<file path="src/rtl/yarp_pkg.sv">
// Shared YARP core types: data access sizes, LSU states and the
// alignment legality check used at request time.
package yarp_pkg;

  typedef enum logic [1:0] {
    BYTE = 2'b00,
    HALF = 2'b01,
    WORD = 2'b11
  } data_access_size;

  typedef enum logic [1:0] {
    IDLE,
    REQ,
    WAIT,
    DONE
  } lsu_state_t;

  // Size 2'b10 has no encoding and is rejected like a misaligned access.
  function automatic logic is_misaligned(input logic [1:0] size,
                                         input logic [1:0] addr_lo);
    logic bad;
    case (size)
      BYTE:    bad = 1'b0;
      HALF:    bad = addr_lo[0];
      WORD:    bad = (addr_lo != 2'b00);
      default: bad = 1'b1;
    endcase
    return bad;
  endfunction

endpackage

</file>
<file path="src/rtl/yarp_lsu_align.sv">
// Byte-lane steering for the LSU: store byte enables and data replication,
// and load-data extraction with sign/zero extension.
module yarp_lsu_align
  import yarp_pkg::*;
(
  input  logic [1:0]  st_size,
  input  logic [1:0]  st_addr_lo,
  input  logic [31:0] st_wdata,
  output logic [3:0]  st_be,
  output logic [31:0] st_wdata_rep,
  input  logic [1:0]  ld_size,
  input  logic [1:0]  ld_addr_lo,
  input  logic        ld_zero_ext,
  input  logic [31:0] ld_rdata,
  output logic [31:0] ld_data
);

  logic [31:0] shifted;

  always_comb begin
    st_be        = '0;
    st_wdata_rep = st_wdata;
    case (st_size)
      BYTE: begin
        st_be        = 4'b0001 << st_addr_lo;
        st_wdata_rep = {4{st_wdata[7:0]}};
      end
      HALF: begin
        st_be        = 4'b0011 << {st_addr_lo[1], 1'b0};
        st_wdata_rep = {2{st_wdata[15:0]}};
      end
      WORD:    st_be = 4'b1111;
      default: st_be = '0;
    endcase
  end

  always_comb begin
    shifted = ld_rdata >> {ld_addr_lo, 3'b000};
    case (ld_size)
      BYTE:    ld_data = {{24{~ld_zero_ext & shifted[7]}}, shifted[7:0]};
      HALF:    ld_data = {{16{~ld_zero_ext & shifted[15]}}, shifted[15:0]};
      default: ld_data = shifted;
    endcase
  end

endmodule

</file>
<file path="src/rtl/yarp_lsu.sv">
// YARP load/store unit: one outstanding access on a req/gnt/rvalid bus,
// with misalignment rejection and a per-phase timeout.
module yarp_lsu
  import yarp_pkg::*;
#(
  parameter int unsigned TIMEOUT_CYCLES = 255
) (
  input  logic        clk,
  input  logic        reset,
  input  logic        ex_req_i,
  input  logic        ex_wr_i,
  input  logic [1:0]  ex_byte_i,
  input  logic        ex_zero_extnd_i,
  input  logic [31:0] ex_addr_i,
  input  logic [31:0] ex_wdata_i,
  output logic        lsu_stall_o,
  output logic [31:0] lsu_rdata_o,
  output logic        lsu_rdata_vld_o,
  output logic        lsu_misalign_o,
  output logic        lsu_err_o,
  output logic        mem_req_o,
  output logic        mem_wr_o,
  output logic [31:0] mem_addr_o,
  output logic [3:0]  mem_be_o,
  output logic [31:0] mem_wdata_o,
  input  logic        mem_gnt_i,
  input  logic        mem_rvalid_i,
  input  logic [31:0] mem_rdata_i
);

  lsu_state_t  state;
  logic [7:0]  cnt;
  logic [7:0]  cnt_inc;
  logic        timeout;
  logic [1:0]  addr_lo_q;
  logic [1:0]  size_q;
  logic        ext_q;
  logic        misalign;
  logic        accept;
  logic [3:0]  st_be;
  logic [31:0] st_wdata_rep;
  logic [31:0] ld_data;

  yarp_lsu_align u_align (
    .st_size      (ex_byte_i),
    .st_addr_lo   (ex_addr_i[1:0]),
    .st_wdata     (ex_wdata_i),
    .st_be        (st_be),
    .st_wdata_rep (st_wdata_rep),
    .ld_size      (size_q),
    .ld_addr_lo   (addr_lo_q),
    .ld_zero_ext  (ext_q),
    .ld_rdata     (mem_rdata_i),
    .ld_data      (ld_data)
  );

  assign misalign    = is_misaligned(ex_byte_i, ex_addr_i[1:0]);
  assign accept      = !reset && (state == IDLE) && ex_req_i && !misalign;
  assign lsu_stall_o = accept || (state == REQ) || (state == WAIT);

  // cnt holds cycles already spent in the phase; abort on the cycle that completes the budget.
  assign cnt_inc = cnt + 8'd1;
  assign timeout = (cnt_inc == 8'(TIMEOUT_CYCLES));

  always_ff @(posedge clk) begin
    if (reset) begin
      state           <= IDLE;
      cnt             <= '0;
      addr_lo_q       <= '0;
      size_q          <= '0;
      ext_q           <= 1'b0;
      mem_req_o       <= 1'b0;
      mem_wr_o        <= 1'b0;
      mem_addr_o      <= '0;
      mem_be_o        <= '0;
      mem_wdata_o     <= '0;
      lsu_rdata_o     <= '0;
      lsu_rdata_vld_o <= 1'b0;
      lsu_misalign_o  <= 1'b0;
      lsu_err_o       <= 1'b0;
    end else begin
      lsu_rdata_vld_o <= 1'b0;
      lsu_misalign_o  <= 1'b0;
      lsu_err_o       <= 1'b0;
      case (state)
        IDLE: begin
          if (ex_req_i && misalign) begin
            lsu_misalign_o <= 1'b1;
          end else if (accept) begin
            state       <= REQ;
            cnt         <= '0;
            mem_req_o   <= 1'b1;
            mem_wr_o    <= ex_wr_i;
            mem_addr_o  <= {ex_addr_i[31:2], 2'b00};
            mem_be_o    <= st_be;
            mem_wdata_o <= st_wdata_rep;
            addr_lo_q   <= ex_addr_i[1:0];
            size_q      <= ex_byte_i;
            ext_q       <= ex_zero_extnd_i;
          end
        end
        REQ: begin
          if (mem_gnt_i) begin
            mem_req_o <= 1'b0;
            cnt       <= '0;
            if (mem_wr_o) begin
              state <= DONE;
            end else if (mem_rvalid_i) begin
              lsu_rdata_o     <= ld_data;
              lsu_rdata_vld_o <= 1'b1;
              state           <= DONE;
            end else begin
              state <= WAIT;
            end
          end else if (timeout) begin
            mem_req_o <= 1'b0;
            lsu_err_o <= 1'b1;
            state     <= DONE;
          end else begin
            cnt <= cnt_inc;
          end
        end
        WAIT: begin
          if (mem_rvalid_i) begin
            lsu_rdata_o     <= ld_data;
            lsu_rdata_vld_o <= 1'b1;
            state           <= DONE;
          end else if (timeout) begin
            lsu_err_o <= 1'b1;
            state     <= DONE;
          end else begin
            cnt <= cnt_inc;
          end
        end
        DONE: state <= IDLE;
      endcase
    end
  end

endmodule

</file>
<file path="config.mk">
export PLATFORM = sky130hd
export DESIGN_NAME = yarp_lsu
export DESIGN_NICKNAME = d
export VERILOG_FILES = /design/src/rtl/yarp_pkg.sv /design/src/rtl/yarp_lsu_align.sv /design/src/rtl/yarp_lsu.sv
export SDC_FILE = /design/constraint.sdc
export NUM_CORES = 1
export LEC_CHECK = 0
export CAP_MARGIN = 20
export CORE_ASPECT_RATIO = 1.75
export CORE_MARGIN = 3
export CORE_UTILIZATION = 45
export CTS_CLUSTER_SIZE = 12
export DETAILED_ROUTE_END_ITERATION = 10
export PLACE_DENSITY = 0.81
export RECOVER_POWER = 25
export SLEW_MARGIN = 20
export SYNTH_ARGS = -nofsm -noshare
export SYNTH_HDL_FRONTEND = slang
export SYNTH_HIERARCHICAL = 1
export SYNTH_SLANG_ARGS = --single-unit
</file>
<file path="constraint.sdc">
create_clock -name clk -period 5.45 [get_ports clk]
set_input_delay 0.8175 -clock clk [delete_from_list [all_inputs] [get_ports clk]]
set_output_delay 0.8175 -clock clk [all_outputs]
set_load 0.01 [all_outputs]
</file>
==> flow_summary.toml <==
[status]
outcome = "finished with violations"
violations = "capacitance limit, slew limit"

[cts]
cts_root_buffer_type = "sky130_fd_sc_hd__clkbuf_16"
h-tree-depth = 4
cts_resized = 0
cts_made_buffers = 17
post-cts-setup-buffers = 0
cts_tree = "built"
cts.sinks = 118
cts-hold-fix-buffers = 0
clock_path_buffers = 2
clkTransAtPathRegs_ps = 50
worstSkewPairLatency_ps = 400

[drt]
drt_initial_violations = 276
post_drt_wl_per_cell_um = 15.6
postRouteWirelength_mm = 17.2
detail-route-antenna-nets = 0
detailed_route_via_count = 5631
drt_drc = 0
viasPerCell = 5.12
drt_pass1_iterations = 6

[global_route]
via_count_of_the_first_global_routing_pass = 5590
grt_max_degree = 113
top_usage_layer = "met2"
globalRouteMet2Util_pct = 45.2
antenna_found_initial = 0
first_pass_grt_wire_length_mm = 27.6
track_usage_pct = 23.8
globalRoute.totalOverflow = 0
groute.layer.met1.usage_pct = 24.5
grt.met3_usage_pct = 7.89

[timing]
worst_hold_slack_after_final_layout_ps = 449
tightestPinTransition_ps = 4160
fin_crit_sh_pct = 80.1
clock-skew-final_ps = 10.5
max_freq_mhz = 229
final-max-slew-violation-count = 113
max_slew_margin_pct = -177
timing.final.setup_violations = 0
minimum_clock_period_ps = 4370
finalSetupTns_ps = 0
hold_viol_final = 0
rsz0062_at_grt = "no"

[hold_path]
hold-path-cell-count = 2
hold_path.class = "register to register"
hold_start = "lsu_rdata_o[3]$_SDFFE_PP0P_"
whs_endpoint = "lsu_rdata_o[3]$_SDFFE_PP0P_"

[setup_path]
crit_path_max_fanout = 17
worstPathArrival_ps = 3550
critPathKind = "input pin to output pin"
worst_setup_path_end_kind = "output pin"
r2r-end = "mem_addr_o[9]$_SDFFE_PP0P_"
timing.critical_path.cells = "clkdlybuf4s50_1 > clkbuf_1 > nand2b_1 > a22oi_1 > nor4b_4 > nand2b_1 > clkdlybuf4s50_1"
worst-r2r-cell-count = 7
cell_at_the_slowest_stage_of_the_critical_path = "sky130_fd_sc_hd__clkbuf_1"
worst_setup_path_start_kind = "input pin"
critical_path.reg2reg.startpoint = "state[0]$_SDFFE_PP0P_"
worst-r2r-setup-slack_ps = 2560
slowest_delay_ps = 730
worst_ep_required_time_ps = 4630

[synth]
synth-seq-cells = 118
netlist_instances = 744
ys_seq_area_share_pct = 40.5
ys_async_sr_fraction_pct = 0
synthesized_area_divided_by_synthesized_cell_count_um2 = 7.85
post_synthesis_instance_area_mm2 = 0.00584
ys.warnings.count = 6
dominantRegCellSynth = "sky130_fd_sc_hd__dfxtp_1"
synth-edff-count = 0
yosysUniqueCellTypes = 48

[cells_and_area]
n_antenna_cell = 0
post_route_cells_drive_above_1_share_pct = 7.08
filler_cell_count = 1074
area_of_the_multi_input_gates_mm2 = 0.00312
commonest_non_fill_non_tap_cells_in_the_layout = "sky130_fd_sc_hd__nand2_1 (167), sky130_fd_sc_hd__clkdlybuf4s50_1 (155), sky130_fd_sc_hd__dfxtp_1 (118)"
num-nets-final = 1030
post-route-cell-area_mm2 = 0.00849
layout.area.seq_mm2 = 0.00236
final_common_cell = "sky130_fd_sc_hd__nand2_1"
final-instance-count-excl-fill = 1100
flow.area_growth_from_synthesis_pct = 45.4

[floorplan]
fp.dieW_um = 92.1
rows = 54
floorplan.initialDensity_pct = 46.5
area_enclosed_by_the_die_boundary_mm2 = 0.0144
floorplan.die.height_um = 157
io_pins = 211
fp.coreArea_mm2 = 0.0126

[place]
dpl.hpwl_mm = 12.1
numPortBuffers = 208
place_area_mm2 = 0.00787
dp.cells = 1068
place_congestion = 0.929

[pwr]
ir_drop_mv = 0.229
power.density_mw_per_mm2 = 330
p_leak_nw = 3.17

[run]
max-cap-violations = 1
## registers in the layout, summed over array words and instances, names as in the netlist, 2 cells and up
signal and flops:
cnt 8, addr_lo_q 2, state 2, size_q 2, mem_addr_o 30, lsu_rdata_o 32
mem_be_o 4, mem_wdata_o 32
## area by class of cell
class	count	share of cell area [%]
Tap cell	168	2.48
Timing Repair Buffer	215	25.0
Inverter	13	0.575
Sequential cell	118	27.8
Clock buffer	19	5.22
Clock inverter	13	2.12
Multi-Input combinational cell	554	36.8
## synth_stat cells (all sizes together), types with 3 or more instances
cell type | instances | share of area (%)
mux2i | 28 | 4.8
or2 | 3 | 0.32
a21oi | 47 | 4.0
nand2 | 167 | 11
o31ai | 3 | 0.39
nor2b | 10 | 1.1
a211oi | 17 | 2.2
inv | 13 | 0.84
clkbuf | 31 | 2.0
nand3 | 4 | 0.34
o21ai | 96 | 8.4
nor2 | 37 | 2.4
dfxtp | 118 | 40
nand2b | 79 | 8.6
mux2 | 17 | 3.3
ha | 6 | 1.3
nor3 | 3 | 0.26
xnor2 | 5 | 0.75
buf | 29 | 3.4
## cells by family (layout without fill, tap and decap cells)
group / Yosys count / in the layout / synth area share, %
AOI/OAI and AO/OA: 183 / 183 / 18.0
xor gates and xnor gates: 5 / 5 / 0.750
adders and majority gates: 6 / 6 / 1.29
buffers and inverters: 73 / 260 / 6.19
DFF: 118 / 118 / 40.5
muxes: 45 / 45 / 8.08
other: 1 / 2 / 0.0642
and+or+nand+nor: 313 / 313 / 25.2
## routing by layer
metal | vias up | wire [µm]
li1 | 2837 | -
met1 | 2587 | 6380
met2 | 191 | 9320
met3 | 16 | 1220
met4 | 0 | 255
met5 | - | 0
## power by group
part / internal, W / switching [W] / total, W
registers: 0.000943 / 0.0000529 / 0.000996
clock network: 0.000775 / 0.000396 / 0.00117
logic: 0.000306 / 0.000329 / 0.000635
## worst max-delay path: cells and delay by family
| family | cells | cell delay (ps) |
|---|---|---|
| buf+inv | 3 | 1740 |
| compound gates | 1 | 310 |
| simple gates | 3 | 670 |
## how the worst max path moves through the flow
| stage | from | endpoint | slack (ps) | cells past startpoint |
|---|---|---|---|---|
| floorplan | ex_addr_i[1] | lsu_stall_o | 2680 | 5 |
| global placement | ex_byte_i[0] | lsu_stall_o | 1750 | 7 |
| detailed placement | ex_byte_i[0] | mem_addr_o[17]$_SDFFE_PP0P_ | 1660 | 8 |
| CTS | ex_byte_i[0] | lsu_stall_o | 1660 | 7 |
| global route | reset | cnt[3]$_SDFFE_PP0P_ | 830 | 4 |
| finish | ex_byte_i[0] | lsu_stall_o | 1080 | 7 |
## metrics by stage
stage	total power (W)	worst slack (ps)	util, %
final	0.00280	1080	67.6
after global placement	0.00165	1750	62.6
after detailed placement	0.00166	1660	62.6
after global routing	0.00293	834	67.6
after CTS	0.00284	1660	67.6
after floorplan	0.00136	2680	-
(Power assumes the default switching activity.)
